`src/rtl/add_sub_arbiter.sv`:
```
// Two-requester round-robin arbiter sharing a single add/sub datapath.
// Define ADD_SUB_ARB_FIXED_PRIO_EN to make requester 0 always win contention.

module full_adder (
    input  logic a,
    input  logic b,
    input  logic cin,
    output logic sum,
    output logic cout
);
    assign sum  = a ^ b ^ cin;
    assign cout = (a & b) | (cin & (a ^ b));
endmodule

module add_sub #(
    parameter int DATAW = 4
) (
    input  logic [DATAW-1:0] dataa,
    input  logic [DATAW-1:0] datab,
    input  logic             op,
    output logic [DATAW:0]   result
);
    logic [DATAW-1:0] datab_mod;
    logic [DATAW:0]   carry;

    // Subtraction inverts B and injects a carry of one; the extra result bit
    // is the sign-extended sum of the operand MSBs and the final carry.
    assign datab_mod     = datab ^ {DATAW{op}};
    assign carry[0]      = op;
    assign result[DATAW] = dataa[DATAW-1] ^ datab_mod[DATAW-1] ^ carry[DATAW];

    for (genvar i = 0; i < DATAW; i++) begin : g_bit
        full_adder u_fa (
            .a    (dataa[i]),
            .b    (datab_mod[i]),
            .cin  (carry[i]),
            .sum  (result[i]),
            .cout (carry[i+1])
        );
    end
endmodule

module add_sub_arbiter #(
    parameter int DATAW = 4
) (
    input  logic             clk,
    input  logic             rst_n,
    input  logic             i_req0_valid,
    output logic             o_req0_ready,
    input  logic [DATAW-1:0] i_req0_dataa,
    input  logic [DATAW-1:0] i_req0_datab,
    input  logic             i_req0_op,
    input  logic             i_req1_valid,
    output logic             o_req1_ready,
    input  logic [DATAW-1:0] i_req1_dataa,
    input  logic [DATAW-1:0] i_req1_datab,
    input  logic             i_req1_op,
    output logic             o_rsp_valid,
    input  logic             i_rsp_ready,
    output logic             o_rsp_id,
    output logic [DATAW:0]   o_rsp_result
);
    typedef enum logic [1:0] {IDLE, EXEC, RESP} state_t;

    state_t           state;
    logic [DATAW-1:0] dataa_q;
    logic [DATAW-1:0] datab_q;
    logic             op_q;
    logic             id_q;
    logic [DATAW:0]   sum;
    logic             grant_any;
    logic             grant_id;
`ifndef ADD_SUB_ARB_FIXED_PRIO_EN
    logic             last_grant;
`endif

    // Grant selection; ready is additionally held low while reset is asserted.
    always_comb begin
        grant_any = i_req0_valid | i_req1_valid;
`ifdef ADD_SUB_ARB_FIXED_PRIO_EN
        grant_id  = ~i_req0_valid;
`else
        grant_id  = (i_req0_valid & i_req1_valid) ? ~last_grant : ~i_req0_valid;
`endif
        o_req0_ready = rst_n && (state == IDLE) && i_req0_valid && !grant_id;
        o_req1_ready = rst_n && (state == IDLE) && i_req1_valid && grant_id;
    end

    add_sub #(.DATAW(DATAW)) u_add_sub (
        .dataa  (dataa_q),
        .datab  (datab_q),
        .op     (op_q),
        .result (sum)
    );

    always_ff @(posedge clk or negedge rst_n) begin
        if (!rst_n) begin
            state        <= IDLE;
            dataa_q      <= '0;
            datab_q      <= '0;
            op_q         <= 1'b0;
            id_q         <= 1'b0;
            o_rsp_valid  <= 1'b0;
            o_rsp_id     <= 1'b0;
            o_rsp_result <= '0;
`ifndef ADD_SUB_ARB_FIXED_PRIO_EN
            last_grant   <= 1'b1;
`endif
        end else begin
            case (state)
                IDLE: begin
                    if (grant_any) begin
                        dataa_q    <= grant_id ? i_req1_dataa : i_req0_dataa;
                        datab_q    <= grant_id ? i_req1_datab : i_req0_datab;
                        op_q       <= grant_id ? i_req1_op    : i_req0_op;
                        id_q       <= grant_id;
`ifndef ADD_SUB_ARB_FIXED_PRIO_EN
                        last_grant <= grant_id;
`endif
                        state      <= EXEC;
                    end
                end
                EXEC: begin
                    o_rsp_result <= sum;
                    o_rsp_id     <= id_q;
                    o_rsp_valid  <= 1'b1;
                    state        <= RESP;
                end
                RESP: begin
                    if (i_rsp_ready) begin
                        o_rsp_valid <= 1'b0;
                        state       <= IDLE;
                    end
                end
                default: state <= IDLE;
            endcase
        end
    end
endmodule
```
`config.mk`:
```
export PLATFORM = sky130hd
export DESIGN_NAME = add_sub_arbiter
export DESIGN_NICKNAME = d
export VERILOG_FILES = /design/src/rtl/add_sub_arbiter.sv
export SDC_FILE = /design/constraint.sdc
export NUM_CORES = 1
export LEC_CHECK = 0
export CORE_MARGIN = 2
export CORE_UTILIZATION = 49
export CTS_CLUSTER_DIAMETER = 30
export DETAILED_ROUTE_END_ITERATION = 16
export PLACE_DENSITY = 0.84
export SETUP_SLACK_MARGIN = 0.5
export SLEW_MARGIN = 15
export SYNTH_ARGS = -nofsm -noshare
export SYNTH_HDL_FRONTEND = slang
export SYNTH_SLANG_ARGS = --single-unit
```
`constraint.sdc`:
```
create_clock -name clk -period 4.9 [get_ports clk]
set_input_delay 0.49 -clock clk [delete_from_list [all_inputs] [get_ports clk]]
set_output_delay 0.49 -clock clk [all_outputs]
set_load 0.05 [all_outputs]
```
# Word level (Yosys, flattened, before mapping)
# Cells that the tools add are included.
# classes
addsub,0
n_mul,0
div,0
n_lt_le_gt_ge,0
eq_ne,4
n_shift,0
n_mux,9
bitwise_logic,26
n_reduce_logical,11
# ops
cell,n
$and 1x1->1,9
$xor 1x1->1,9
$mux 4,2
$pmux 2 s3,1
$reduce_and 2->1,3
$logic_and 1x1->1,5
$or 1x1->1,5
$mux 2,2
$ne 2x2->1 const B,2
$xor 4x4->4,1
$mux 1,3
$eq 2x1->1 const B,1
$eq 2x2->1 const B,1
$logic_not 2->1,1
$not 1->1,2
$pmux 1 s2,1
$reduce_bool 2->1,1
$logic_not 1->1,1
# word_totals
ff_bits,20
latch_bits,0
mem_bits_rw,0
mem_bits_ro,0
inputBits,23
out_inout_bits,9
word_cells,59
memories,0

# Depth between registers and ports, before layout
# Gate-level depths: netlist (run 1).
# logic_depth
ltp_word,11
mapped_depth,6
ltp_nobuf,6

# By module
# From an unflattened synthesis (run 1), not the netlist that was laid out.
# unflattened
hier_cells,99
hier_area_um2,1062.3
# by_module_without_submodules
mod,n_inst,cells_each,area_per_inst_um2,seq_area_each_um2
add_sub_arbiter,1,89,922.1,501.7
full_adder,4,1,20.0,0.0
add_sub,1,6,60.1,0.0

# Least setup slack after synthesis (run 1)
# OpenSTA, ideal clock, no wires.
# synth_timing
kind,reg-to-output
startpoint,reg state[0]
endpoint,out o_req0_ready
arrival_ps,1877
required_time_ps,4410
setup_slack_ps,2533
stages_incl_launch_ff,5
path_buffers,1
path_cell_list,dfrtp_1 nor2_1 buf_2 nand2_1 nor3_1
# synth_between
elab_chain_cells,4
# synth_lines
element,line,source
from (decl),65,state_t state;
from (signal assigned),98,state <= IDLE;
from (signal assigned),120,state <= EXEC;
from (signal assigned),127,state <= RESP;
$logic_not 2->1,85,o_req0_ready = rst_n && (state == IDLE) && i_req0_valid && !grant_id;
$logic_and 1x1->1 (3 in series),85,
to (decl),49,"output logic o_req0_ready,"
# Every way passes these cells.

# Final worst setup path (run 1)
# layout_timing
startpoint,in rst_n
endpoint,out o_req1_ready
# layout_between
elab_chain_cells,3
# layout_lines
element,line,source
from (decl),47,"input logic rst_n,"
$logic_and 1x1->1 (3 in series),86,o_req1_ready = rst_n && (state == IDLE) && i_req1_valid && grant_id;
to (decl),54,"output logic o_req1_ready,"
# Every way passes these cells.

==> impl_metrics.toml, run 1 <==
[status]
status = "complete, no violations"

[sta]
finalSetupTns_ns = 0
hold_slack_ns = 0.495
worst_slack_ns = 1.71
tightestPinTransition_ns = 0.928
fin_skew_ns = 0.00926
finalSetupViolCount = 0
timing.final.hold_violations = 0
slew_viol_final = 0
fmax_mhz = 314
post-route-period-util_pct = 65.1
maxSlewHeadroom_pct = 37.9
rsz0062_at_grt = "no"
period_minus_slack_ns = 3.19

[job]
maxCapViolCount = 0

[setup_path]
cp.arrival_ns = 2.70
critPathKind = "input port to output port"
cp_top_family = "buffers and inverters"
worstPathMaxFanout = 22
rrSetupSlack_ns = 2.80
path_cells = "clkdlybuf4s50_1, nand3_1, a21oi_1, clkdlybuf4s50_1"
worst_setup_path_end_kind = "output port"
critical_path_buf_inv_count = 2
crit_slowest_cell = "clkdlybuf4s50_1"
worstReg2RegEnd = "o_rsp_result[4]"
worstSetupStartpointType = "input port"
slowest_delay_ns = 1.08
worstReg2RegStart = "op_q"
crit_required_ns = 4.41
crit_top_cell = "clkdlybuf4s50_1"
reg2regPathDepth = 6

[synthesis]
yosysTopAreaCell = "dfrtp_1"
yosysSeqAreaShare_pct = 48.9
ys_warn_count = 0
yosysTopAreaCellShare_pct = 46.3
yosys-top-cells-area = "dfrtp_1 46%, o21ai_0 6.3%, a21oi_1 5.9%"
synth_area_um2 = 1030
syn_nets = 128
synth.avg_cell_area_um2 = 10.1
syn_inst = 102
ys_types = 23
synth_seq_cells = 20

[floorplanning]
start_util_pct = 52.3
die_x_um = 49.8
die-area_um2 = 2480
fp.coreArea_um2 = 1960
io-pin-count = 32
rows = 16
die_y_um = 49.8

[hold_path]
hold_class = "flip-flop to flip-flop"
hold_depth = 2
hp-start = "o_rsp_result[3]"
hold_end = "o_rsp_result[3]"

[clocking]
htreeDepth = 1
cts_buffer_depth = 2
cts_resized = 0
root_buffer = "clkbuf_4"
cts_hold_buf = 0
path_clk_slew_ns = 0.10
cts_tree = "yes"
cts_sinks = 20
cts_buffers = 3
clock_latency_ns = 0.31
cts_setup_buffers = 0

[finish]
multi_input_area_um2 = 465
drive_gt1_share_pct = 8.46
seq_area_um2 = 502
synthToLayoutAreaGrowth_pct = 32.8
diodes = 0
fillerInstances = 183
final_core_util_pct = 69.5
fin_nets = 157

[global_route]
grt_pass1_vias = 849
grt_max_degree = 23
grt_pass1_wl_mm = 3.59
antenna_found_initial = 0
grt_overflow = 0
grt.total_usage_pct = 19.5

[route]
totalWireLength_mm = 2.13
routed-via-count = 837
wl_per_cell_um = 13.6
vias_per_cell = 5.33
drtPass1Iterations = 4
drc = 0
ant_nets = 0
first_iter_violations = 3

[place]
gp_congestion = 0.854
pre_cts_slack_ns = 1.65
port-buffer-count = 31
hpwl_mm = 1.66

[power_and_ir_drop]
power.density_nw_per_um2 = 662
vdd_drop_max_mv = 0.373
cellLeakagePower_nw = 0.541
==> per-stage QoR <==
stage	area, µm²	cells	power (mW)
after floorplan	1030	102	0.686
after global placement	1330	153	0.793
after detailed placement	1330	153	0.819
after CTS	1360	157	0.912
after global routing	1360	157	0.979
final	1360	157	0.903
==> worst max path at each step <==
stage | from | end | depth (start not counted)
final | rst_n | o_req1_ready | 4
after global routing | rst_n | o_req1_ready | 4
after CTS | rst_n | o_req1_ready | 4
after detailed placement | rst_n | o_req1_ready | 4
after global placement | rst_n | o_req1_ready | 4
after floorplan | state[0] | o_req0_ready | 4
==> layout make-up <==
type | count | share of cell area, %
Clock buffer | 4 | 2.66
Inverter | 4 | 1.10
Multi-Input combinational cell | 71 | 34.2
Sequential cell | 20 | 36.8
Tap cell | 27 | 2.48
Timing Repair Buffer | 31 | 22.8
==> kinds of logic after synthesis <==
kind of cell             Yosys count  share of synthesized area, %
AO/OA/AOI/OAI                     36                          19.8
AND/OR/NAND/NOR                   24                          12.0
flip-flops                        20                          48.9
buffers and inverters             11                          5.73
XOR/XNOR                           4                          3.42
multiplexers                       4                          4.39
adder cells (fa/ha/maj)            3                          5.85
==> synthesized netlist by cell type <==
cell type	n
nor3_1	1
nor2b_1	1
nor2_1	1
o21ai_0	13
xor2_1	2
xnor2_1	2
dfrtp_1	19
nand2b_1	3
buf_6	2
inv_1	4
fa_1	3
buf_2	2
clkbuf_1	3
nand2_1	5
mux2_2	4
a31oi_2	1
dfstp_2	1
a21oi_1	12
a31oi_1	8
and2_4	1
nand3_1	11
or2_1	1
o21a_1	2
==> metal layers <==
layer  GRT usage [%]  vias up  share of wire (%)
met5               0        -                  0
met4            8.33        0                1.9
met3            3.03        5                3.8
met2            35.6       28                 54
met1            22.5      389                 40
li1                -      415                  -
==> cell usage in the layout, fill, tap and decap left out <==
| master | count |
|---|---|
| or2_1 | 1 |
| and2_4 | 1 |
| dfrtp_1 | 19 |
| inv_1 | 4 |
| a31oi_2 | 1 |
| clkbuf_8 | 1 |
| nand2b_1 | 3 |
| nand3_1 | 11 |
| dfstp_2 | 1 |
| nor2b_1 | 1 |
| a21oi_1 | 12 |
| o21ai_0 | 13 |
| xor2_1 | 2 |
| xnor2_1 | 2 |
| nor2_1 | 1 |
| a31oi_1 | 8 |
| fa_1 | 3 |
| nor3_1 | 1 |
| nand2_1 | 5 |
| clkdlybuf4s50_1 | 31 |
| o21a_1 | 2 |
| mux2_2 | 4 |
| clkbuf_4 | 3 |
==> registers in the layout, indices dropped and copies added, names as in the netlist <==
signal and flops:
state 2, datab_q 4, o_rsp_id 1, dataa_q 4, o_rsp_valid 1, last_grant 1, id_q 1, op_q 1
o_rsp_result 5
==> worst min-delay path, stage by stage (launching register included) <==
cell and delay, ns:
dfrtp_1 0.36, nand2_1 0.05, o21ai_0 0.06
==> power breakdown <==
group          leakage, nW  total (mW)  switching, mW  internal, mW
sequential           0.231       0.318         0.0643         0.254
combinational        0.289       0.490          0.287         0.203
clock               0.0210      0.0952         0.0498        0.0454
total                0.541       0.903          0.401         0.501
Power figures use the tool's default switching activity.
==> inputs of run 2 (changes only) <==
--- a/config.mk
+++ b/config.mk
@@ -6,10 +6,10 @@
 export NUM_CORES = 1
 export LEC_CHECK = 0
 export CORE_MARGIN = 2
-export CORE_UTILIZATION = 49
+export CORE_UTILIZATION = 41
 export CTS_CLUSTER_DIAMETER = 30
 export DETAILED_ROUTE_END_ITERATION = 16
-export PLACE_DENSITY = 0.84
+export PLACE_DENSITY = 0.75
 export SETUP_SLACK_MARGIN = 0.5
 export SLEW_MARGIN = 15
 export SYNTH_ARGS = -nofsm -noshare
==> constraint.sdc (replaced) <==
create_clock -name clk -period 2.9 [get_ports clk]
set_input_delay 0.29 -clock clk [delete_from_list [all_inputs] [get_ports clk]]
set_output_delay 0.29 -clock clk [all_outputs]
set_load 0.05 [all_outputs]
==> run 2 against run 1 <==
- sequential share of layout area is 0.57 points lower
- highest routed layer unchanged
- final cell count increased by 3.8%
- combinational power up 73%
- critical path type is now flip-flop to flip-flop
==> impl_metrics.toml, run 2 (same netlist as run 1, synthesis figures left out) <==
[finish]
synthToLayoutAreaGrowth_pct = 34.9
largest_register_ffs = 5
design_area_um2 = 1380
final_core_util_pct = 56.9
diodes = 0
fillerInstances = 228
drive_gt1_share_pct = 12.0
multi_input_area_um2 = 465
layoutNonFillerInstCount = 163
fin_nets = 160
largest-register = "o_rsp_result"
seq_area_um2 = 502
mostFrequentLayoutCell = "clkdlybuf4s50_1"
reg.largest.list = "o_rsp_result x5, dataa_q x4, datab_q x4"
layout_common_cells = "29 x clkdlybuf4s50_1, 19 x dfrtp_1, 13 x o21ai_0, 12 x a21oi_1, 11 x nand3_1"

[route]
first_iter_violations = 8
routed-via-count = 871
ant_nets = 0
drc = 0
drtPass1Iterations = 4
wl_per_cell_um = 13.5
vias_per_cell = 5.34
totalWireLength_mm = 2.20

[floorplanning]
io-pin-count = 32
rows = 18
die-area_um2 = 2920
die_x_um = 54.0
start_util_pct = 42.2
fp.coreArea_um2 = 2430
die_y_um = 54.0

[sta]
fin_skew_ns = 0.00545
timing.final.hold_violations = 0
slew_viol_final = 0
maxSlewHeadroom_pct = 67.0
worst_slack_ns = 0.832
tightestPinTransition_ns = 0.493
post-route-period-util_pct = 71.3
rsz0062_at_grt = "no"
hold_slack_ns = 0.259
finalSetupViolCount = 0
period_minus_slack_ns = 2.07
fmax_mhz = 484
finalSetupTns_ns = 0

[power_and_ir_drop]
power_mw = 1.55
power.density_nw_per_um2 = 1120
cellLeakagePower_nw = 0.559
vdd_drop_max_mv = 0.665

[global_route]
grt.total_usage_pct = 16.8
grt_pass1_wl_mm = 3.48
grt_overflow = 0
grt_max_degree = 15
antenna_found_initial = 0
grt_pass1_vias = 815

[place]
port-buffer-count = 31
pre_cts_slack_ns = 0.816
gp_congestion = 0.803
place_area_um2 = 1350
hpwl_mm = 1.69
place_inst = 159

[clocking]
cts_setup_buffers = 0
cts_sinks = 20
htreeDepth = 1
root_buffer = "clkbuf_4"
cts_buffers = 3
cts_tree = "yes"
path_clk_slew_ns = 0.11
clock_latency_ns = 0.31
cts_hold_buf = 0
cts_resized = 0
cts_buffer_depth = 2

[setup_path]
crit_required_ns = 3.11
worstReg2RegEnd = "o_rsp_result[4]"
critPathKind = "flip-flop to flip-flop"
rrSetupSlack_ns = 0.83
cp.arrival_ns = 2.27
worstSetupStartpointType = "flip-flop"
worst_setup_path_end_kind = "flip-flop"
reg2regPathDepth = 6
worstPathMaxFanout = 5
worstReg2RegStart = "op_q"

[hold_path]
hold_class = "input port to async pin"

[status]
status = "complete, no violations"

[job]
maxCapViolCount = 0
[run 2: cell types whose count changed in the layout (fill, tap and decap cells not counted)]
cell and change:
clkdlybuf4s50_1 -2, buf_4 +5
[run 2: worst max-delay path by stage]
stage                            to        from  slack, ns
finish              o_rsp_result[4]        op_q       0.83
global route        o_rsp_result[4]        op_q       0.72
CTS                 o_rsp_result[4]        op_q       0.81
detailed placement  o_rsp_result[4]        op_q       0.82
global placement    o_rsp_result[3]  datab_q[0]       0.91
floorplan              o_req0_ready    state[0]       0.73
[run 2: where the power goes]
| group | total, mW | switching (mW) | internal, mW |
|---|---|---|---|
| registers | 0.533 | 0.105 | 0.428 |
| logic | 0.849 | 0.489 | 0.360 |
| clock network | 0.164 | 0.0878 | 0.0767 |
| total | 1.55 | 0.682 | 0.865 |
[run 2: cell type report]
| type | instances | share of cell area [%] |
|---|---|---|
| Multi-Input combinational cell | 71 | 33.6 |
| Clock buffer | 4 | 2.62 |
| Timing Repair Buffer | 34 | 23.7 |
| Sequential cell | 20 | 36.3 |
| Inverter | 4 | 1.08 |
| Tap cell | 30 | 2.71 |
[run 2: metal layers]
| metal | global-route usage, % | up-vias | share of wire, % |
|---|---|---|---|
| met5 | 0 | - | 0 |
| met4 | 8.33 | 0 | 2.3 |
| met3 | 3.89 | 5 | 5.8 |
| met2 | 28.3 | 28 | 50 |
| met1 | 19.9 | 414 | 42 |
| li1 | - | 424 | - |
[run 2: worst max-delay path, cell delays in order (launching register included)]
cell	delay, ns
dfrtp_1	0.46
xor2_1	0.25
fa_1	0.22
inv_1	0.05
fa_1	0.37
fa_1	0.36
mux2_2	0.26
==> inputs of run 3 (changes only) <==
==> constraint.sdc (replaced) <==
create_clock -name clk -period 1.7 [get_ports clk]
set_input_delay 0.17 -clock clk [delete_from_list [all_inputs] [get_ports clk]]
set_output_delay 0.17 -clock clk [all_outputs]
set_load 0.05 [all_outputs]
==> run 3 against run 2 <==
- the run now ends with setup timing left
- first-iteration DRC count increased by 63%
- register-to-register slack lost 1.1 ns
- critical path depth did not move
- sequential cell count did not move
- final area is 19% higher
- critical path type unchanged
- largest power group unchanged
- highest routed layer unchanged
==> impl_metrics.toml, run 3 (same netlist as run 1, synthesis figures left out) <==
[status]
status = "finished with violations"
violations = "setup timing"

[setup_path]
crit_required_ns = 1.95
worst_setup_path_end_kind = "flip-flop"
crit_path_start = "op_q"
worstSetupStartpointType = "flip-flop"
reg2regPathDepth = 6
critPathKind = "flip-flop to flip-flop"
worstPathMaxFanout = 3
cp.arrival_ns = 2.20
worstReg2RegStart = "op_q"

[route]
drtPass1Iterations = 4
routed-via-count = 972
ant_nets = 0
wl_per_cell_um = 16.7
drc = 0
first_iter_violations = 13
vias_per_cell = 5.55
totalWireLength_mm = 2.91

[sta]
post-route-period-util_pct = 115
fmax_mhz = 513
slew_viol_final = 0
finalSetupViolCount = 3
rsz0062_at_grt = "yes"
worst_slack_ns = -0.250
maxSlewHeadroom_pct = 81.6
tightestPinTransition_ns = 0.277
fin_skew_ns = 0.0101
period_minus_slack_ns = 1.95
hold_slack_ns = 0.416
timing.final.hold_violations = 0

[power_and_ir_drop]
pwr-share-comb_pct = 63.2
cellLeakagePower_nw = 0.670
clock_power_share_pct = 7.5
p_int_mw = 1.73
netSwitchingPower_mw = 1.45
power.density_nw_per_um2 = 1940
power_mw = 3.18
power.share.sequential_pct = 29.2
vdd_drop_max_mv = 1.21
p_sw_share_pct = 45.6

[place]
port-buffer-count = 31
place_inst = 167
hpwl_mm = 1.84
gp_congestion = 0.782
place_area_um2 = 1480

[clocking]
root_buffer = "clkbuf_4"
cts_tree = "yes"
cts_sinks = 20
clock_latency_ns = 0.30
cts_buffers = 3
cts_buffer_depth = 2
htreeDepth = 1
cts_hold_buf = 0
path_clk_slew_ns = 0.12

[floorplanning]
die_x_um = 54.0
die_y_um = 54.0
die-area_um2 = 2920
rows = 18
fp.coreArea_um2 = 2430
start_util_pct = 42.2
io-pin-count = 32

[global_route]
antenna_found_initial = 0
grt.total_usage_pct = 20.6
use_met3_pct = 3.89
grt-busiest-layer = "met2"
grt_util_met2_pct = 35.2
grt_pass1_vias = 910
grt_overflow = 0
gr-usage-met1_pct = 23.9
grt_pass1_wl_mm = 4.17
grt_max_degree = 21

[finish]
fillerInstances = 194
layoutNonFillerInstCount = 175
mostFrequentLayoutCell = "clkdlybuf4s50_1"
largest-register = "o_rsp_result"
layout_common_cells = "21 x clkdlybuf4s50_1, 17 x dfrtp_1, 10 x a21oi_1, 9 x buf_4, 8 x a31oi_1"
largest_register_ffs = 5
drive_gt1_share_pct = 40.7
diodes = 0
design_area_um2 = 1640
fin_nets = 172
reg.largest.list = "o_rsp_result x5, dataa_q x4, datab_q x4"
synthToLayoutAreaGrowth_pct = 60.0

[job]
maxCapViolCount = 0

[hold_path]
hold_class = "input port to async pin"
-- run 3: cell count changes in the layout (fill, tap and decap cells not counted), moves of 4 or more --
cell | before | now
o21ai_0 | 13 | 4
clkdlybuf4s50_1 | 29 | 21
nand3_1 | 11 | 4
buf_2 | 0 | 6
o21ai_1 | 0 | 6
buf_4 | 5 | 9
nand3_2 | 0 | 4
-- run 3: layout make-up --
| cell class | count | area, µm² | area share [%] |
|---|---|---|---|
| multi-input cells | 72 | 628 | 38.3 |
| inverters | 4 | 15.0 | 0.915 |
| repair buffers | 45 | 430 | 26.2 |
| clock buffers | 4 | 26.3 | 1.60 |
| well taps | 30 | 37.5 | 2.29 |
| flip-flops and latches | 20 | 504 | 30.7 |
-- run 3: worst max-delay path, stage by stage (launching register included) --
cell and delay [ns]:
dfrtp_2 0.46, mux2_4 0.28, fa_2 0.34, inv_2 0.07, fa_2 0.19, fa_2 0.44
o21ai_2 0.12
-- run 3: timing repair --
item | CTS | global route
endpoints found under the setup margin | 26 | 20
setup buffers | 3 | 0
gates cloned | 1 | 0
gates resized for setup | 38 | 35
pin swaps | 5 | 3
-- run 3: power groups by stage --
stage          sequential (mW)  clock (mW)  combinational, mW
3_3_place_gp             0.901           0               1.63
2_1_floorplan             1.19           0              0.917
3_5_place_dp             0.919           0               1.69
6_report                 0.929       0.239               2.01
5_1_grt                  0.952       0.259               2.18
4_1_cts                  0.908       0.233               1.78
-- run 3: layer usage --
metal	up-vias	wire length, µm
met5	-	0
met4	0	91
met3	10	96
met2	30	1550
met1	483	1180
li1	449	-
-- run 3: metrics by stage --
step	utilization (%)	worst slack [ns]	TNS [ns]
final	67.5	-0.250	-0.504
after global routing	67.5	-0.310	-0.675
after CTS	63.7	-0.256	-0.513
after detailed placement	60.9	-0.259	-0.572
after global placement	60.9	-0.201	-0.414
after floorplan	-	-0.204	-0.418
-- run 3: final timing paths --
kind	end	slack (ns)
setup reg to reg	o_rsp_result[3]	-0.25
hold reg to reg	o_rsp_result[2]	0.49
max in group asynchronous	last_grant	1.00
setup / recovery	o_rsp_result[3]	-0.25
hold / removal	o_rsp_result[4]	0.42
min in group clk	dataa_q[1]	0.42
